File: src/rtl/ps2_host_tx.sv
// Host-to-device PS/2 transmitter.
// Sends one command byte to the attached device over the open-drain clock/data
// lines. Each line is driven low through an active-high pull-low enable and read
// back through a synchroniser plus a level filter. The byte is framed as start,
// eight data bits LSB first, odd parity and stop. The device acknowledge is then
// sampled, and the transfer ends once both lines have returned high. A watchdog
// abandons the frame if the device stalls.
module ps2_host_tx #(
   parameter int unsigned INHIBIT_CYCLES = 12000,
   parameter int unsigned TIMEOUT_CYCLES = 1500000,
   parameter int unsigned FILTER_LEN     = 8
) (
   input  logic       clock,
   input  logic       rst,
   input  logic [7:0] tx_data,
   input  logic       tx_valid,
   output logic       tx_ready,
   input  logic       ps2_clk_i,
   input  logic       ps2_data_i,
   output logic       ps2_clk_oe,
   output logic       ps2_data_oe,
   output logic       busy,
   output logic       done,
   output logic       ack_ok,
   output logic       err
);

   localparam int unsigned IW = $clog2(INHIBIT_CYCLES + 1);
   localparam int unsigned WW = $clog2(TIMEOUT_CYCLES + 1);
   localparam int unsigned FW = $clog2(FILTER_LEN + 1);

   localparam logic [IW-1:0] INH_LAST = IW'(INHIBIT_CYCLES - 1);
   localparam logic [IW-1:0] INH_PRE  = IW'(INHIBIT_CYCLES - 2);
   localparam logic [WW-1:0] TMO_LAST = WW'(TIMEOUT_CYCLES - 1);
   localparam logic [FW-1:0] FLT_LAST = FW'(FILTER_LEN - 1);

   typedef enum logic [2:0] {
      IDLE,
      INHIBIT,
      REQ,
      SHIFT,
      ACK,
      WAIT_IDLE
   } state_t;

   state_t state, state_next;

   // synchroniser and filter state
   logic [1:0]    clk_sync, data_sync;
   logic          clk_filt, data_filt;
   logic [FW-1:0] clk_fcnt, data_fcnt;
   logic          fall_clk;

   // frame datapath
   logic [7:0]    data_q;
   logic          parity_q;
   logic [3:0]    bit_cnt;
   logic [IW-1:0] inh_cnt;
   logic [WW-1:0] wdog;

   // next values of registered state and outputs
   logic [7:0]    data_d;
   logic          parity_d;
   logic [3:0]    bit_cnt_d;
   logic [IW-1:0] inh_cnt_d;
   logic [WW-1:0] wdog_d;
   logic          clk_oe_d, data_oe_d, ready_d, busy_d, done_d, ack_d, err_d;

   logic          accept;
   logic          active;
   logic          timeout;

   assign accept  = tx_valid && tx_ready && (state == IDLE);
   assign active  = (state == REQ) || (state == SHIFT) || (state == ACK) || (state == WAIT_IDLE);
   assign timeout = active && (wdog == TMO_LAST);

   // Two-flop synchronisers for both raw line levels; idle lines read high.
   always_ff @(posedge clock or posedge rst) begin
      if (rst) begin
         clk_sync  <= '1;
         data_sync <= '1;
      end else begin
         clk_sync  <= {clk_sync[0], ps2_clk_i};
         data_sync <= {data_sync[0], ps2_data_i};
      end
   end

   // Clock-line level filter; also emits the one-cycle falling-edge strobe.
   always_ff @(posedge clock or posedge rst) begin
      if (rst) begin
         clk_filt <= 1'b1;
         clk_fcnt <= '0;
         fall_clk <= 1'b0;
      end else begin
         fall_clk <= 1'b0;
         if (clk_sync[1] == clk_filt) begin
            clk_fcnt <= '0;
         end else if (clk_fcnt == FLT_LAST) begin
            clk_filt <= clk_sync[1];
            clk_fcnt <= '0;
            fall_clk <= clk_filt;
         end else begin
            clk_fcnt <= clk_fcnt + 1'b1;
         end
      end
   end

   // Data-line level filter.
   always_ff @(posedge clock or posedge rst) begin
      if (rst) begin
         data_filt <= 1'b1;
         data_fcnt <= '0;
      end else begin
         if (data_sync[1] == data_filt) begin
            data_fcnt <= '0;
         end else if (data_fcnt == FLT_LAST) begin
            data_filt <= data_sync[1];
            data_fcnt <= '0;
         end else begin
            data_fcnt <= data_fcnt + 1'b1;
         end
      end
   end

   // State register.
   always_ff @(posedge clock or posedge rst) begin
      if (rst) begin
         state <= IDLE;
      end else begin
         state <= state_next;
      end
   end

   // Next-state logic; the watchdog overrides any line event in the same cycle.
   always_comb begin
      state_next = state;
      unique case (state)
         IDLE: begin
            if (accept) state_next = INHIBIT;
         end
         INHIBIT: begin
            if (inh_cnt == INH_LAST) state_next = REQ;
         end
         REQ: begin
            if (timeout)       state_next = IDLE;
            else if (fall_clk) state_next = SHIFT;
         end
         SHIFT: begin
            if (timeout)                          state_next = IDLE;
            else if (fall_clk && bit_cnt == 4'd9) state_next = ACK;
         end
         ACK: begin
            if (timeout)       state_next = IDLE;
            else if (fall_clk) state_next = WAIT_IDLE;
         end
         WAIT_IDLE: begin
            if (timeout)                     state_next = IDLE;
            else if (clk_filt && data_filt) state_next = IDLE;
         end
         default: state_next = IDLE;
      endcase
   end

   // Output and datapath next values.
   // The pull-low enables are computed one cycle ahead, so the registered oe
   // outputs change in the cycle after fall_clk, while the device holds the
   // clock low.
   always_comb begin
      data_d    = data_q;
      parity_d  = parity_q;
      bit_cnt_d = bit_cnt;
      inh_cnt_d = inh_cnt;
      wdog_d    = wdog;
      clk_oe_d  = ps2_clk_oe;
      data_oe_d = ps2_data_oe;
      ack_d     = ack_ok;
      err_d     = err;
      done_d    = 1'b0;
      ready_d   = (state == IDLE) && (state_next == IDLE);
      busy_d    = (state_next != IDLE);

      if (state == IDLE) begin
         if (accept) begin
            data_d    = tx_data;
            parity_d  = ~^tx_data;
            ack_d     = 1'b0;
            err_d     = 1'b0;
            clk_oe_d  = 1'b1;
            data_oe_d = 1'b0;
            inh_cnt_d = '0;
            bit_cnt_d = '0;
         end
      end else if (state == INHIBIT) begin
         inh_cnt_d = inh_cnt + 1'b1;
         if (inh_cnt == INH_PRE) data_oe_d = 1'b1;
         if (inh_cnt == INH_LAST) begin
            clk_oe_d  = 1'b0;
            data_oe_d = 1'b1;
            wdog_d    = '0;
         end
      end else if (timeout) begin
         clk_oe_d  = 1'b0;
         data_oe_d = 1'b0;
         ack_d     = 1'b0;
         err_d     = 1'b1;
         done_d    = 1'b1;
      end else begin
         wdog_d = fall_clk ? '0 : wdog + 1'b1;
         if (fall_clk) bit_cnt_d = bit_cnt + 1'b1;
         if (state == REQ && fall_clk) begin
            data_oe_d = ~data_q[0];
         end
         if (state == SHIFT && fall_clk) begin
            if (bit_cnt < 4'd8)       data_oe_d = ~data_q[bit_cnt[2:0]];
            else if (bit_cnt == 4'd8) data_oe_d = ~parity_q;
            else                      data_oe_d = 1'b0;
         end
         if (state == ACK && fall_clk) begin
            if (data_filt) err_d = 1'b1;
            else           ack_d = 1'b1;
         end
         if (state == WAIT_IDLE && clk_filt && data_filt) begin
            done_d = 1'b1;
         end
      end
   end

   // Registered outputs and datapath; reset releases both lines at once.
   always_ff @(posedge clock or posedge rst) begin
      if (rst) begin
         data_q      <= '0;
         parity_q    <= 1'b0;
         bit_cnt     <= '0;
         inh_cnt     <= '0;
         wdog        <= '0;
         ps2_clk_oe  <= 1'b0;
         ps2_data_oe <= 1'b0;
         tx_ready    <= 1'b1;
         busy        <= 1'b0;
         done        <= 1'b0;
         ack_ok      <= 1'b0;
         err         <= 1'b0;
      end else begin
         data_q      <= data_d;
         parity_q    <= parity_d;
         bit_cnt     <= bit_cnt_d;
         inh_cnt     <= inh_cnt_d;
         wdog        <= wdog_d;
         ps2_clk_oe  <= clk_oe_d;
         ps2_data_oe <= data_oe_d;
         tx_ready    <= ready_d;
         busy        <= busy_d;
         done        <= done_d;
         ack_ok      <= ack_d;
         err         <= err_d;
      end
   end

endmodule

File: config.mk
export PLATFORM = sky130hd
export DESIGN_NAME = ps2_host_tx
export DESIGN_NICKNAME = d
export VERILOG_FILES = /design/src/rtl/ps2_host_tx.sv
export SDC_FILE = /design/constraint.sdc
export NUM_CORES = 1
export LEC_CHECK = 0
export ABC_AREA = 1
export CELL_PAD_IN_SITES_DETAIL_PLACEMENT = 0
export CELL_PAD_IN_SITES_GLOBAL_PLACEMENT = 1
export CORE_UTILIZATION = 30
export DETAILED_ROUTE_END_ITERATION = 10
export PLACE_DENSITY = 0.57
export SYNTH_ARGS = -nofsm -noshare
export SYNTH_HDL_FRONTEND = slang
export SYNTH_SLANG_ARGS = --single-unit
export TNS_END_PERCENT = 30
File: constraint.sdc
create_clock -name clock -period 2.1 [get_ports clock]
set_input_delay 0.21 -clock clock [delete_from_list [all_inputs] [get_ports clock]]
set_output_delay 0.21 -clock clock [all_outputs]
set_load 0.01 [all_outputs]
; ---- Word-level counts from Yosys, hierarchy flattened
; Cells that the tools add are included.
[totals]
reg_bits = 73
out_inout_bits = 7
elab_cells = 149
[classes]
addsub = 5
n_lt_le_gt_ge = 2
n_eq_ne = 22
n_mux = 60
bitwise = 6
n_reduce_logical = 34
[ops]
columns = op, n
row1 = $mux W21, 4
row2 = $mux W14, 3
row3 = $mux W4, 9
row4 = $mux W1, 32
row5 = $mux W3, 10
row6 = $eq A14 B14 Y1 const B, 2
row7 = $add A21 B1 Y21 const B, 1
row8 = $eq A21 B21 Y1 const B, 1
row9 = $pmux W3 S6, 1
row10 = $add A14 B1 Y14 const B, 1
row11 = $add A4 B1 Y4 const B, 3
row12 = $reduce_and A4 Y1, 3
row13 = $reduce_bool A3 Y1, 4
row14 = $logic_and A1 B1 Y1, 11
row15 = $reduce_and A3 Y1, 3
row16 = $eq A4 B3 Y1 const B, 2
row17 = $eq A4 B4 Y1 const B, 2
row18 = $reduce_and A2 Y1, 4
row19 = $reduce_xnor A8 Y1, 1
row20 = $eq A3 B2 Y1 const B, 2
row21 = $eq A3 B3 Y1 const B, 2
row22 = $logic_not A3 Y1, 2
row23 = $ne A2 B2 Y1 const B, 3
row24 = $not A1 Y1, 6
row25 = other kinds (12), 17

; ---- Logic depth before layout (Yosys ltp)
; Gate-level depths: netlist (run 1).
[depth]
ltp_word = 9
ltp_mapped = 12

; ---- Worst setup path before layout (run 1)
; No wires, ideal clock.
[synth_timing]
path_kind = reg-to-reg
from = reg wdog[0]
to = reg wdog[0]
setup_ps = 95
t_arrival_ps = 1662
slack_ps = 342
stages_incl_launch_ff = 13
cell_sequence = dfrtp_1 ha_1 nand2_2 nor2_4 nand2_2 nor2_4 nand3_4 nand2_4 nand2_4 clkinv_4 buf_6 nand2_1 o31ai_1
[synth_between]
elab_chain_cells = 4
[synth_rtl]
columns = item, line
row1 = "start, declared", 59  ; logic [WW-1:0] wdog;
row2 = "start signal, assigned", 248  ; wdog <= wdog_d;
row3 = $add A21 B1 Y21 / $eq A21 B21 Y1 (equally long branches), "208, 75"
row4 = $mux W21 / $logic_and A1 B1 Y1 (equally long branches), "208, 75"
row5 = $mux W21 / $ne A2 B1 Y1 (equally long branches), n/a
row6 = $mux W21 / $reduce_and A3 Y1 (equally long branches), n/a
; Several ways; a longest one is shown, not always the timed one. The select of a mux whose other input is x is not followed.
; A chain may end at the register's enable or synchronous reset.

; ---- Final worst setup path (run 1)
[layout_timing]
from = reg wdog[1]
to = reg wdog[6]
; Same word-level chain as after synthesis.

==> summary.md, run 1 <==
| Metric | Value |
|---|---|
| Status | `finished, final reports clean` |
| Reg2reg start | `wdog[1]$_DFFE_PP0P_` |
| Fmax | `539.7 MHz` |
| Hold Fails Final Rpt | `0` |
| HPWL after detailed placement | `7.887 mm` |
| Post-synth ARST share | `100.0%` |
| Hold Buf Count CTS | `0` |
| Post-Place Setup Slack | `0.2539 ns` |
| Clk sink count | `73` |
| Post-CTS Setup Bufs | `0` |
| First-pass GRT wire length | `18.33 mm` |
| Initial DRT Pass Iterations | `5` |
| Via count of the first global-routing pass | `3582` |
| Slew headroom | `71.42%` |
| PortBufs | `19` |
| Worst hold path class | `in2async` |
| DIE HEIGHT | `120.0 um` |
| Top-level I/O count | `20` |
| Crit-path max FO | `16` |
| Worst r2r dst | `wdog[6]$_DFFE_PP0P_` |
| # rows | `42` |
| Grt ovf | `0` |
| Fin worst setup slack | `0.2473 ns` |
| Initial Utilization | `31.17%` |
| Worst Setup Path Type | `reg2reg` |
| Iter 0 DRT Violations | `186` |
| Top post-synthesis cells by area | `dfrtp_1 (40%), nand2_1 (15%), nor2_1 (6.3%), nand3_1 (6.2%), inv_1 (5.0%)` |
| Psw | `0.8415 mW` |
| Switching part of the total power | `25.91%` |
| Ys Warns | `0` |
| Register share of total power | `47.7%` |
| Initial antenna violation count | `0` |
| Max rail drop VDD | `459.6 uV` |
| Final net count | `615` |
| Max-cap violations | `0` |
| Commonest cells after routing, fill and taps aside | `nand2_1 (164), nor2_1 (70), dfrtp_1 (66), inv_1 (55), nand3_1 (52)` |
| Setup crit start | `wdog[1]$_DFFE_PP0P_` |
| Commonest non-fill, non-tap cell in the layout | `nand2_1` |
| Total CTS buffers | `9` |
| Prevailing post-synth register cell | `dfrtp_1` |
| R2R depth | `11` |
| Clock root buffer | `clkbuf_16` |
| Tcrit/Tclk final | `88.22%` |
| Vias post-DR | `3601` |
| Full die area | `0.01440 mm2` |
| Final setup fails | `0` |
| GPL Wtd Cong | `0.8086` |
| Pint | `2.406 mW` |
| Comb pwr share | `7.1%` |
| Share of cells above drive strength 1 | `8.848%` |
| Post-Syn Area | `0.004177 mm2` |
| Wire length per cell | `13.73 um` |
| Yosys reg bits | `73` |
| DRT Wirelength | `10.64 mm` |
| Clk Latency, worst-skew pair | `0.35 ns` |
| Die X | `120.0 um` |
| WP data required | `2.33 ns` |
| End of the critical path | `wdog[6]$_DFFE_PP0P_` |
| Largest net degree at the start of global routing | `35` |
| Post-DRT Antenna Nets | `0` |
| GRT Util Overall | `16.64%` |
| Clock power share | `45.1%` |
| Final TNS setup | `0 ns` |
| WHS | `0.09626 ns` |
| DR vias/cell | `4.646` |
| DRC violations left | `0` |
| Worst-Margin Slew | `0.4272 ns` |
| Post-synth top area share | `39.54%` |
| Area of the core | `0.01340 mm2` |
| CP arrival | `2.08 ns` |
| Cell taking the most area after synthesis | `dfrtp_1` |
| RSZ-0062 raised after global routing | `false` |
| Cell Pwr Density | `660.6 mW/mm2` |
| Register area share after synthesis | `43.95%` |
| Worst Skew | `0.007625 ns` |
| Total placed cells including tap cells | `759` |
| Post-CTS Resized | `0` |
| Startpoint Class | `flip-flop` |
| Min cycle time layout | `1.853 ns` |
| Gate Count Post-Synth | `561` |
| CTS tree | `yes` |
| Number of diodes | `0` |
| Count of non-filler cells in the finished layout | `775` |
| Synthesized area per cell | `7.445 um2` |
| Area Growth Syn to Fin | `17.71%` |
| Clk buf depth | `2` |
| Synth cell types | `38` |
| H-tree lvl count | `3` |
| Number of synthesized flops with an enable pin | `0` |
| Setup crit end kind | `flip-flop` |
| Net Count, Synth | `582` |
| Leak pwr | `2.241 nW` |
| Clock transition at path regs | `0.06 ns` |
| Reg2reg setup slack | `0.25 ns` |
| Final Max Slew Viols | `0` |
## kinds of logic after synthesis
logic type | share of synthesized area [%]
xor+xnor | 4.194
mux | 0.2696
flops | 43.95
simple gates | 34.45
buf+inv | 7.070
compound gates | 7.670
fa+ha+maj | 2.397
## area by class of cell
type                       instances  area (um2)
timing repair buffer              32       300.3
inverter                          61       235.2
clock inverter                     7       53.80
clock buffer                       9       225.2
fill                            1452        8484
multi-input combinational        417        2046
tap                              176       220.2
sequential                        73        1836
## state kept, by name, summed over array words and instances, names as in the netlist
name,flops
done,1
err,1
ps2_clk_oe,1
clk_filt,1
tx_ready,1
data_filt,1
wdog,21
data_sync,2
busy,1
clk_sync,2
inh_cnt,14
clk_fcnt,4
ps2_data_oe,1
parity_q,1
fall_clk,1
bit_cnt,4
ack_ok,1
state,3
data_fcnt,4
data_q,8
## power by group through the flow
stage / logic (mW) / clock network (mW) / registers, mW
3_5_place_dp: 0.238 / 0 / 1.58
4_1_cts: 0.240 / 1.52 / 1.55
6_report: 0.232 / 1.47 / 1.55
3_3_place_gp: 0.234 / 0 / 1.57
5_1_grt: 0.277 / 1.59 / 1.56
2_1_floorplan: 0.168 / 0 / 1.56
## per-layer routing
metal	part of all wire (%)	vias to the layer above	track usage (%)
met1	50	1672	22.50
met4	1.0	0	4.219
met2	45	39	25.90
met5	0	-	0
met3	4.0	8	4.800
li1	-	1882	-
## Yosys cell counts (all sizes together), types with 3 or more instances
| cell | n |
|---|---|
| a21oi | 14 |
| nor3 | 11 |
| xnor2 | 10 |
| inv | 59 |
| xor2 | 10 |
| nand3b | 7 |
| dfrtp | 66 |
| ha | 8 |
| nand2 | 168 |
| dfstp | 7 |
| o22ai | 3 |
| nor2 | 73 |
| nand4 | 11 |
| o31ai | 3 |
| buf | 4 |
| nand3 | 54 |
| o21ai | 36 |
| clkbuf | 6 |
## metrics by stage
step	instance area, um2	power, mW	util (%)
floorplan	4177	1.729	-
global placement	4637	1.809	34.60
detailed placement	4637	1.815	34.60
CTS	4916	3.309	36.69
global route	4916	3.426	36.69
finish	4916	3.247	36.69
## worst max-delay path, cell delays in order, from the launching register on
cell and delay (ns):
dfrtp_1 0.38, ha_1 0.20, nand2_2 0.09, nor2_4 0.15
nand2_2 0.09, nor2_4 0.12, nand3_4 0.12, nand2_4 0.11
nand2_4 0.11, buf_4 0.22, nand3_1 0.09, o21ai_1 0.06
## how the worst min path moves through the flow
stage | from | to | slack (ns) | cells after the start
global route | rst | state[0]$_DFF_PP0_ | 0.11 | 2
detailed placement | clk_sync[0]$_DFF_PP1_ | clk_sync[1]$_DFF_PP1_ | 0.35 | 0
floorplan | ps2_clk_i | clk_sync[0]$_DFF_PP1_ | 0.21 | 0
global placement | clk_sync[0]$_DFF_PP1_ | clk_sync[1]$_DFF_PP1_ | 0.35 | 0
finish | rst | state[0]$_DFF_PP0_ | 0.1 | 2
CTS | rst | state[0]$_DFF_PP0_ | 0.1 | 2
Power figures use the tool's default switching activity.
==> run 2: changes to the inputs <==
--- a/config.mk
+++ b/config.mk
@@ -10,6 +10,7 @@
 export CELL_PAD_IN_SITES_GLOBAL_PLACEMENT = 1
 export CORE_UTILIZATION = 30
 export DETAILED_ROUTE_END_ITERATION = 10
+export GPL_ROUTABILITY_DRIVEN = 1
 export PLACE_DENSITY = 0.57
 export SYNTH_ARGS = -nofsm -noshare
 export SYNTH_HDL_FRONTEND = slang
==> results of run 2 <==
No change in the layout: final DEF, timing and power equal those of run 1.
